[src/rtl/pfir.sv]
// pfir: N-tap pipelined FIR with shadow/active coefficient banks and valid/ready flow control.
// Optional PFIR_SAT_EN saturates the output instead of wrapping to OW bits.
module pfir #(
  parameter int N     = 8,
  parameter int DW    = 16,
  parameter int CW    = 16,
  parameter int OW    = 16,
  parameter int SHIFT = 0
) (
  input  logic                 clk,
  input  logic                 rst,
  input  logic                 in_valid,
  input  logic signed [DW-1:0] in_data,
  output logic                 in_ready,
  output logic                 out_valid,
  output logic signed [OW-1:0] out_data,
  input  logic                 out_ready,
  input  logic                 c_wr,
  input  logic [$clog2(N)-1:0] c_addr,
  input  logic signed [CW-1:0] c_data,
  input  logic                 c_commit
);
  localparam int AW  = $clog2(N);
  localparam int PW  = DW + CW;
  localparam int ACW = PW + AW;
  localparam int RW  = ACW + 1;
  localparam logic [CW-1:0] H0 = CW'(1) << SHIFT;
  localparam logic signed [RW-1:0] RND = (RW'(1) << SHIFT) >> 1;
  // x holds the N-1 older samples; in_data is the head of the window at the product stage
  logic signed [DW-1:0]  x [N-1];
  logic signed [DW-1:0]  nx [N];
  logic signed [CW-1:0]  hs [N];
  logic signed [CW-1:0]  hs_n [N];
  logic signed [CW-1:0]  ha [N];
  logic signed [PW-1:0]  p [N];
  logic signed [ACW-1:0] acc, sum;
  logic signed [OW-1:0]  res;
  logic                  v1, v2, adv, take;
  assign adv      = !(out_valid && !out_ready);
  assign in_ready = adv;
  assign take     = in_valid && adv;
  always_comb begin
    nx[0] = in_data;
    for (int k = 1; k < N; k++) nx[k] = x[k-1];
    for (int k = 0; k < N; k++) hs_n[k] = (c_wr && c_addr == AW'(k)) ? c_data : hs[k];
    acc = '0;
    for (int k = 0; k < N; k++) acc += ACW'(p[k]);
  end
`ifdef PFIR_SAT_EN
  localparam logic signed [RW-1:0] MAXV = RW'({1'b0, {(OW-1){1'b1}}});
  localparam logic signed [RW-1:0] MINV = ~MAXV;
  logic signed [RW-1:0] sh;
  always_comb begin
    sh  = (RW'(sum) + RND) >>> SHIFT;
    res = sh > MAXV ? OW'(MAXV) : sh < MINV ? OW'(MINV) : OW'(sh);
  end
`else
  assign res = OW'((RW'(sum) + RND) >>> SHIFT);
`endif
  always_ff @(posedge clk or posedge rst) begin
    if (rst) begin
      for (int k = 0; k < N - 1; k++) x[k] <= '0;
      for (int k = 0; k < N; k++) begin
        hs[k] <= k == 0 ? H0 : '0;
        ha[k] <= k == 0 ? H0 : '0;
        p[k]  <= '0;
      end
      v1        <= 1'b0;
      v2        <= 1'b0;
      sum       <= '0;
      out_valid <= 1'b0;
      out_data  <= '0;
    end else begin
      hs <= hs_n;
      if (c_commit) ha <= hs_n;
      if (take) for (int k = 0; k < N - 1; k++) x[k] <= nx[k];
      if (adv) begin
        v1 <= take;
        for (int k = 0; k < N; k++) p[k] <= PW'(nx[k]) * PW'(ha[k]);
        v2        <= v1;
        sum       <= acc;
        out_valid <= v2;
        if (v2) out_data <= res;
      end
    end
  end
endmodule

[config.mk]
export PLATFORM = sky130hd
export DESIGN_NAME = pfir
export DESIGN_NICKNAME = d
export VERILOG_FILES = /design/src/rtl/pfir.sv
export SDC_FILE = /design/constraint.sdc
export NUM_CORES = 2
export LEC_CHECK = 0
export ABC_AREA = 0
export CORE_MARGIN = 2
export CORE_UTILIZATION = 60
export DETAILED_ROUTE_END_ITERATION = 8
export DONT_BUFFER_PORTS = 1
export PLACE_DENSITY_LB_ADDON = 0.25
export SKIP_CTS_REPAIR_TIMING = 1
export SYNTH_ARGS = -nofsm -noshare
export SYNTH_HDL_FRONTEND = slang
export SYNTH_SLANG_ARGS = --single-unit
[constraint.sdc]
create_clock -name clk -period 23.2 [get_ports clk]
set_input_delay 3.48 -clock clk [delete_from_list [all_inputs] [get_ports clk]]
set_output_delay 3.48 -clock clk [all_outputs]
set_load 0.02 [all_outputs]
# Word-level counts from Yosys, hierarchy flattened
# Cells that the tools add are included.
# Widths: inputs -> output; s select.
[op_classes] muxes=8 n_eq_ne=7 bitwise_logic=1 reduce_logical=14 add_sub_neg=7 n_mul=8
[ops] cell="$mul 16x16->16" n=8
[ops] cell="$mux 16" n=8
[ops] cell="$add 16x16->16" n=7
[ops] cell="$eq 3x3->1 const B" n=4
[ops] cell="$logic_and 1x1->1" n=10
[ops] cell="$eq 3x2->1 const B" n=2
[ops] cell="$eq 3x1->1 const B" n=1
[ops] cell="$logic_not 3->1" n=1
[ops] cell="$logic_not 1->1" n=2
[ops] cell="$reduce_and 2->1" n=1
[ops] cell="$not 1->1" n=1
[totals] reg_bits=531 inputBits=41

# Longest topological paths before layout
[depth] word_depth=7 mapped_depth=22 mapped_depth_nobuf=21

# Worst setup path after synthesis
# OpenSTA, ideal clock, no wires.
[synth_path] path_type="input to register" start="in in_data[7]" end="reg p[239] in the netlist's numbering" arrival_time_ns=8.019 path_stages=19 setup_time_ns=0.137 slack_ns=15.045 required_ns=23.063 cell_sequence="clkbuf_1 -> and2_1 -> fa_1 -> inv_1 -> fa_1 -> fa_1 -> fa_1 -> inv_1 -> fa_1 -> inv_1 -> fa_1 -> inv_1 -> ha_1 -> a21o_1 -> a21oi_1 -> o31ai_1 -> a31oi_1 -> xnor2_1 -> a21oi_1"
[synth_via] elab_chain_cells=1
[synth_lines] item="from (decl)" line="13" rtl="input logic signed [DW-1:0] in_data,"
[synth_lines] item="$mul 16x16->16" line="79" rtl="for (int k = 0; k < N; k++) p[k] <= PW'(nx[k]) * PW'(ha[k]);"
[synth_lines] item="to (signal, indexed assignment)" line="66" rtl="p[k] <= '0;"
[synth_lines] item="to (decl)" line="35" rtl="logic signed [PW-1:0] p [N];"
# No other way between the ends.
# A chain may end at the register's enable or synchronous reset.

# Worst setup path in the final report
# Ends and elaborated chain as after synthesis.

==> results.sh <==
export IMPL_drc=0
export IMPL_layout_drive_gt1_share_pct=9.39
export IMPL_grt_pass1_vias=38900
export IMPL_cts_tree="built"
export IMPL_syn_avg_cell_area_sq_um=9.97
export IMPL_status="completed"
export IMPL_cp_max_fo=10
export IMPL_start_kind="input pin"
export IMPL_worst_pin_slew_ps=1110
export IMPL_hpwl_um=102000
export IMPL_grt_pass1_wl_um=220000
export IMPL_grt_overflow=0
export IMPL_cts_path_max_buffers=3
export IMPL_period_minus_slack_ps=7610
export IMPL_path_class="input pin to flip-flop"
export IMPL_crit_required_ps=23720
export IMPL_post_drt_wl_per_cell_um=20.5
export IMPL_start_util_pct=60.3
export IMPL_ys_ff_latch=531
export IMPL_cts_buffers=61
export IMPL_maxSlewViolCount=0
export IMPL_slew_headroom_pct=25.9
export IMPL_synth_common_cells="1151 x inv_1, 719 x fa_1, 697 x nand2_1"
export IMPL_die_area_sq_um=94300
export IMPL_synth_area_sq_um=55100
export IMPL_rows=111
export IMPL_hp_class="flip-flop to flip-flop"
export IMPL_place_congestion=0.901
export IMPL_vias=36600
export IMPL_critPathLaunch="in_data[7]"
export IMPL_yosys_warnings=0
export IMPL_die_w_um=307
export IMPL_fmax_ghz=0.131
export IMPL_core_sq_um=91400
export IMPL_cts_sinks=531
export IMPL_synth_top_area_share_pct=26.1
export IMPL_ys_types=47
export IMPL_antenna_found_initial=8
export IMPL_holdPathStages=2
export IMPL_fin_crit_sh_pct=32.8
export IMPL_grt_setup_unrepaired="false"
export IMPL_reg2reg_setup_slack_ps=17200
export IMPL_fillers=7447
export IMPL_synth_async_sr_flop_share_pct=100
export IMPL_synth_enable_flop_cells=0
export IMPL_synth_cells=5526
export IMPL_clk_pin_slew_ps=60
export IMPL_finalWirelength_um=136000
export IMPL_hp_start="sum[1]"
export IMPL_area_delta_synth_final_pct=5.37
export IMPL_r2r_end="p[79]"
export IMPL_drtAntennaViolNets=0
export IMPL_ios=59
export IMPL_synth_largest_area_cell="fa_1"
export IMPL_synth_top_cells_by_area="fa_1 26%, dfrtp_1 24%, ha_1 11%"
export IMPL_grt_usage_pct=30.4
export IMPL_syn_num_nets=6790
export IMPL_firstDrtPassIters=5
export IMPL_clkLatencyLatePin_ps=690
export IMPL_die_y_um=307
export IMPL_ys_seq_area_share_pct=24.1
export IMPL_ys_flop_type="dfrtp_1"
export IMPL_grt_max_degree=161
export IMPL_synth_most_common_cell="inv_1"
export IMPL_viasPerCell=5.51
export IMPL_h_tree_depth=2
export IMPL_skew_ps=23.4
export IMPL_drtIter0Drc=2500
export IMPL_setup_viol=0
export IMPL_nets=6658
export IMPL_maxCapViolCount=0
export IMPL_end_kind="flip-flop"
export IMPL_rr_worst_depth=16
export IMPL_r2r_start="ha[33]"
export IMPL_cts_root_buf="clkbuf_16"
export IMPL_finalHoldViolCount=0
export IMPL_arrival_ps=8130
export IMPL_setup_tns_ps=0
export IMPL_port_buffers=0
export IMPL_whs_endpoint="sum[1]"
## per-layer routing
layer | vias up | wire length, um | GRT usage (%)
met5 | - | 28 | 0
met4 | 4 | 4290 | 9.72
met3 | 239 | 10100 | 5.08
met2 | 1131 | 62800 | 48.0
met1 | 18800 | 59300 | 43.2
li1 | 16400 | - | -
## placed cells by master, fill, tap and decap left out, types with 8 or more instances in the layout
cell       count
inv_1       1150
fa_1         719
nand2_1      696
dfrtp_1      529
and2_1       505
ha_1         504
mux2_2       344
xnor2_1      274
nor2_1        92
a21oi_1       90
xor2_1        82
o21ai_0       77
clkbuf_16     62
mux2_1        40
a21o_1        36
nand2b_1      25
buf_4         20
o21ai_1       19
nand3_1       17
a31oi_1       17
diode_2       14
nor2b_1       12
o21a_1        10
a21oi_2        9
o31ai_1        9
clkbuf_8       9
o21bai_1       8
a2111oi_2      8
nor4_2         8
clkinv_2       8
## per-stage QoR
stage / instances / setup slack, ps / utilization, % / instance area (sq um) / hold WS, ps
after floorplan: 5526 / 4880 / - / 55100 / 435
after global placement: 6517 / 15010 / 61.2 / 55900 / 446
after detailed placement: 6517 / 15000 / 61.2 / 55900 / 453
after CTS: 6629 / 15650 / 63.5 / 58000 / 468
after global routing: 6629 / 15340 / 63.5 / 58000 / 488
final: 6643 / 15590 / 63.5 / 58000 / 464
## worst max-delay path by stage
stage / slack [ps] / endpoint / cells after the start
after floorplan: 4880 / ha[0] / 1
after global placement: 15010 / p[239] / 17
after detailed placement: 15000 / p[239] / 17
after CTS: 15650 / p[239] / 17
after global routing: 15340 / p[239] / 17
final: 15590 / p[239] / 17
## registers in the layout (all words and copies together) (netlist names)
signal and cells:
hs 128, sum 16, p 128, v2 1, nx 112, out_valid 1, out_data 16, v1 1
ha 128
## final cells by class
type                    instances  area [sq um]  share of cell area, %
diodes                         14          35.0                 0.0604
clock buffers                  78          1700                   2.93
clock inverters                34           385                  0.664
inverters                    1152          4340                   7.47
multi-input cells            3627         36600                   63.1
flip-flops and latches        531         13300                   22.9
well taps                    1186          1480                   2.56
repair buffers                 21           170                  0.293
## worst max-delay path, cell delays in order
cell,delay (ps)
and2_1,140
fa_1,530
inv_1,50
fa_1,470
fa_1,510
fa_1,540
inv_1,50
fa_1,470
inv_1,50
fa_1,470
inv_1,40
ha_1,320
nand3_1,140
o31ai_1,410
a31oi_1,170
xnor2_1,200
a21oi_1,90
## logic make-up (layout without fill, tap and decap cells)
kind of cell    Yosys count  after routing  share of synthesized area, %
fa+ha+maj              1223           1223                          37.6
buf+inv                1368           1285                          9.40
other cells               0             14                             0
xor+xnor                358            358                          5.72
mux                     384            384                          7.85
simple gates           1374           1374                          12.1
flops                   531            531                          24.1
compound gates          288            288                          3.19
Power is not shown: default switching activity piles up to over one toggle a cycle in this logic, so the estimate is an artifact.
